File: config.mk
export PLATFORM = sky130hd
export DESIGN_NAME = game_sequencer
export DESIGN_NICKNAME = d
export VERILOG_FILES = /design/src/rtl/game_sequencer.sv
export SDC_FILE = /design/constraint.sdc
export NUM_CORES = 1
export LEC_CHECK = 0
export CAP_MARGIN = 5
export CORE_ASPECT_RATIO = 1.5
export CORE_MARGIN = 5
export CORE_UTILIZATION = 42
export CTS_CLUSTER_DIAMETER = 200
export DETAILED_ROUTE_END_ITERATION = 10
export PLACE_DENSITY = 0.7
export SYNTH_ARGS = -nofsm -noshare
export SYNTH_HDL_FRONTEND = slang
export SYNTH_SLANG_ARGS = --single-unit
File: constraint.sdc
create_clock -name clk -period 1.66 [get_ports clk]
set_clock_uncertainty 0.2 [all_clocks]
set_input_delay 0.332 -clock clk [delete_from_list [all_inputs] [get_ports clk]]
set_output_delay 0.332 -clock clk [all_outputs]
set_load 0.05 [all_outputs]
File: src/rtl/game_sequencer.sv
// game_sequencer: brick-breaker game-flow FSM (menu, level load, serve, play, win, lose)
// Ports:
//   clk, rst                       system clock, synchronous active-high reset
//   tick                           one-cycle game-step strobe
//   start_press, pause_press       one-cycle button pulses (pause only acts with PAUSE_EN)
//   ball_lost, bricks_clear        level inputs from the ball/brick datapath
//   load_done                      one-cycle completion pulse from the brick loader
//   state, level, lives            registered game status
//   load_req, ball_reset, run      registered commands to the brick loader and ball controller
// Build option: define PAUSE_EN to enable the PAUSE state (state 6).
module game_sequencer #(
    parameter int NUM_LEVELS  = 3,
    parameter int START_LIVES = 3,
    parameter int SERVE_TICKS = 20
) (
    input  logic       clk,
    input  logic       rst,
    input  logic       tick,
    input  logic       start_press,
    input  logic       pause_press,
    input  logic       ball_lost,
    input  logic       bricks_clear,
    input  logic       load_done,
    output logic [2:0] state,
    output logic [1:0] level,
    output logic [2:0] lives,
    output logic       load_req,
    output logic       ball_reset,
    output logic       run
);
    localparam int CW = SERVE_TICKS > 0 ? $clog2(SERVE_TICKS + 1) : 1;
    localparam logic [2:0] S_MENU  = 3'd0;
    localparam logic [2:0] S_WIN   = 3'd1;
    localparam logic [2:0] S_LOSE  = 3'd2;
    localparam logic [2:0] S_PLAY  = 3'd3;
    localparam logic [2:0] S_SERVE = 3'd4;
    localparam logic [2:0] S_LOAD  = 3'd5;
`ifdef PAUSE_EN
    localparam logic [2:0] S_PAUSE = 3'd6;
`endif
    localparam logic [1:0]    LAST_LEVEL = 2'(NUM_LEVELS - 1);
    localparam logic [2:0]    LIVES0     = 3'(START_LIVES);
    localparam logic [CW-1:0] CNT0       = CW'(SERVE_TICKS);

    logic [2:0]    state_n, lives_n;
    logic [1:0]    level_n;
    logic [CW-1:0] cnt, cnt_n;
    logic          load_req_n, ball_reset_n, pause_go;

`ifdef PAUSE_EN
    assign pause_go = pause_press;
`else
    logic unused_pause;
    assign unused_pause = pause_press;
    assign pause_go     = 1'b0;
`endif

    always_comb begin
        state_n      = state;
        level_n      = level;
        lives_n      = lives;
        cnt_n        = cnt;
        load_req_n   = 1'b0;
        ball_reset_n = 1'b0;
        case (state)
            S_MENU: if (start_press) begin
                state_n    = S_LOAD;
                level_n    = '0;
                lives_n    = LIVES0;
                load_req_n = 1'b1;
            end
            S_LOAD: if (load_done) begin
                state_n      = S_SERVE;
                ball_reset_n = 1'b1;
                cnt_n        = CNT0;
            end
            S_SERVE: if (tick) begin
                state_n = cnt == '0 ? S_PLAY : S_SERVE;
                cnt_n   = cnt == '0 ? cnt : cnt - 1'b1;
            end
            S_PLAY: begin
                // pause takes precedence over a coincident tick
                if (pause_go) begin
`ifdef PAUSE_EN
                    state_n = S_PAUSE;
`endif
                end else if (tick && bricks_clear) begin
                    state_n    = level == LAST_LEVEL ? S_WIN : S_LOAD;
                    level_n    = level == LAST_LEVEL ? level : level + 1'b1;
                    load_req_n = level != LAST_LEVEL;
                end else if (tick && ball_lost) begin
                    state_n      = lives <= 3'd1 ? S_LOSE : S_SERVE;
                    lives_n      = lives <= 3'd1 ? 3'd0 : lives - 1'b1;
                    ball_reset_n = lives > 3'd1;
                    cnt_n        = lives > 3'd1 ? CNT0 : cnt;
                end
            end
`ifdef PAUSE_EN
            S_PAUSE: if (pause_press) state_n = S_PLAY;
`endif
            S_WIN, S_LOSE: if (start_press) state_n = S_MENU;
            default: state_n = S_MENU;
        endcase
    end

    always_ff @(posedge clk) begin
        if (rst) begin
            state      <= S_MENU;
            level      <= '0;
            lives      <= LIVES0;
            cnt        <= '0;
            load_req   <= 1'b0;
            ball_reset <= 1'b0;
            run        <= 1'b0;
        end else begin
            state      <= state_n;
            level      <= level_n;
            lives      <= lives_n;
            cnt        <= cnt_n;
            load_req   <= load_req_n;
            ball_reset <= ball_reset_n;
            run        <= state_n == S_PLAY;
        end
    end
endmodule

==> results.toml, run 1 <==
[cells_and_area]
layout-drive-gt1-share_pct = 56.9
layout_common_cells = "buf_4, buf_12, a21oi_1"
area_growth_pct = 85.5
layout_commonest_cell = "buf_4"
nFillCells = 141
regArea_sq_um = 348
diodes = 0
multiInputGateArea_sq_um = 737
num-nets-final = 181

[timing]
slew_headroom_pct = 71.0
worstMarginPinSlew_ns = 0.432
worst_slack_ns = -0.138
finalMaxSlewViolations = 0
hold_viol = 0
finalCritPeriodShare_pct = 108
max_freq_mhz = 556
finalSetupViolCount = 11
rsz0062_at_grt = "yes"
fin_tns_setup_ns = -0.896
period_minus_slack_ns = 1.80

[synth]
synth_seq_area_share_pct = 33.8
synth-edff-count = 0
ys.flop_type = "dfxtp_1"
ys.warnings.count = 0
yosys_register_bits = 16
synth.avg_cell_area_sq_um = 8.62
synth_area_sq_um = 948
synthCells = 110
async_flop_share_pct = 0
synth_fp_nets = 123
ys_types = 43

[placement]
dp_hpwl_microns = 2370
preCtsSetupSlack_ns = -0.550
numPortBuffers = 17
place_congestion = 0.869

[global_routing]
grt_max_degree = 10
grt_pass1_vias = 1174
grt_overflow = 0
grt_usage_pct = 20.4
grt_pass1_wl_microns = 5160
antenna_found_initial = 0

[drt]
vias = 1109
drc = 0
drtIter0Drc = 36
dr.pass1.iters = 4
routed_wl_microns = 3580
wl_per_cell_microns = 18.8
vias_per_cell = 5.84
ant_nets = 0

[floorplanning]
die_w_microns = 48.8
start_util_pct = 43.0
coreArea_sq_um = 2210
rows = 21
die_y_microns = 68.2
die-area_sq_um = 3330
ios = 19

[pwr]
p_per_area_nw_per_um2 = 837
ir_worst_vdd_mv = 0.704
leakage_nw = 0.768
total_power_w = 0.00147

[critical_path]
crit_fanout = 6
rrSetupSlack_ns = -0.14
r2r-start = "state[1]"
end_kind = "flip-flop"
critical_path_required_ns = 1.66
cp_data_arrival_time_ns = 1.80
critPathKind = "flip-flop to flip-flop"
timing.rr.end = "cnt[1]"
reg2regPathDepth = 4
cp-start-kind = "flip-flop"

[hold_path]
hold_start = "lives[2]"
whs_path_depth = 2
hold_path.class = "flip-flop to flip-flop"
min_to = "lives[2]"

[clock_network]
clk_pin_slew_ns = 0.11
cts_tree = "done"
htreeDepth = 1
insertion_delay_ns = 0.30
clock-root-buffer = "clkbuf_4"
cts.path.max_buffers = 2
numCtsBuffers = 3
cts_num_sinks = 16

[job]
drv_cap = 0

[outcome]
violations = "setup timing"
status = "complete, but fails checks"
cell usage after synthesis (all sizes together), types with 2 or more instances:
master	instances	area (sq um)
o21a	2	15.0
nand3b	3	22.5
a21o	2	15.0
nor3	4	20.0
dfxtp	16	320
inv	10	37.5
nand2	6	22.5
clkbuf	2	7.51
a32o	2	20.0
ha	5	62.6
nor4	2	12.5
nor4b	2	32.5
a21oi	13	68.8
or4	2	15.0
nor2	6	22.5
nor2b	3	18.8
o21ai	6	30.0
cell type report:
type                    instances  share of cell area, %
multi-input cells              81                   41.9
repair buffers                 56                   32.5
flip-flops and latches         16                   19.8
inverters                      10                   2.13
clock buffers                   4                   2.06
well taps                      23                   1.64
where the power goes:
part / total, W / switching, W / internal, W
Combinational: 0.000734 / 0.000371 / 0.000363
Clock: 0.000277 / 0.000143 / 0.000134
Sequential: 0.000462 / 0.0000425 / 0.000420
Total: 0.00147 / 0.000557 / 0.000916
how the worst max path moves through the flow:
stage               startpoint       end  slack [ns]  cells after the start
finish                state[1]    cnt[1]       -0.14                      4
floorplan             lives[1]    cnt[1]       -0.15                      6
global placement          tick  level[1]       -0.48                      5
global route            cnt[1]       run       -0.18                      7
detailed placement        tick  level[0]       -0.55                      5
CTS                     cnt[1]    cnt[1]       -0.08                      6
stage by stage:
step           cells  utilization, %  area, sq um  hold slack (ns)
6_report         190            79.7         1760            0.319
5_1_grt          190            79.7         1760            0.326
4_1_cts          189            76.8         1700            0.306
3_5_place_dp     182            71.0         1570            0.289
3_3_place_gp     182            71.0         1570            0.294
2_1_floorplan    110               -         1010            0.271
cell families (layout without fill, tap and decap cells):
| kind of cell | count (synthesis) | count (layout) | synth area share (%) |
|---|---|---|---|
| compound gates | 37 | 37 | 27.6 |
| mux | 2 | 2 | 2.24 |
| xor+xnor | 1 | 1 | 0.924 |
| flops | 16 | 16 | 33.8 |
| fa+ha+maj | 5 | 5 | 6.60 |
| simple gates | 36 | 36 | 23.6 |
| buf+inv | 13 | 70 | 5.28 |
state kept, by name, indices dropped and copies added, names as in the netlist:
name        cells
lives           3
state           3
load_req        1
level           2
cnt             5
run             1
ball_reset      1
per-layer routing:
layer	global-route usage, %	part of all wire [%]
met5	0	0
met4	17.2	6.3
met3	3.92	3.8
met2	41.0	56
met1	16.6	34
worst max-delay path, cell delays in order, from the launching register on:
cell and delay (ns):
dfxtp_4 0.38, and2b_1 0.35, nand2_1 0.16, o221a_4 0.33, mux2_4 0.29
timing repair:
item	CTS	global route
hold buffers	0	0
setup endpoints to repair	14	14
buffers inserted	3	1
resized for setup	22	12
pin swaps	10	9
No activity file was read; power rests on OpenSTA's default activity.
==> run 2: changes to the inputs <==
--- a/config.mk
+++ b/config.mk
@@ -10,6 +10,7 @@
 export CORE_MARGIN = 5
 export CORE_UTILIZATION = 42
 export CTS_CLUSTER_DIAMETER = 200
+export CTS_CLUSTER_SIZE = 40
 export DETAILED_ROUTE_END_ITERATION = 10
 export PLACE_DENSITY = 0.7
 export SYNTH_ARGS = -nofsm -noshare
==> results of run 2 <==
No change in the layout: final DEF, timing and power equal those of run 1.
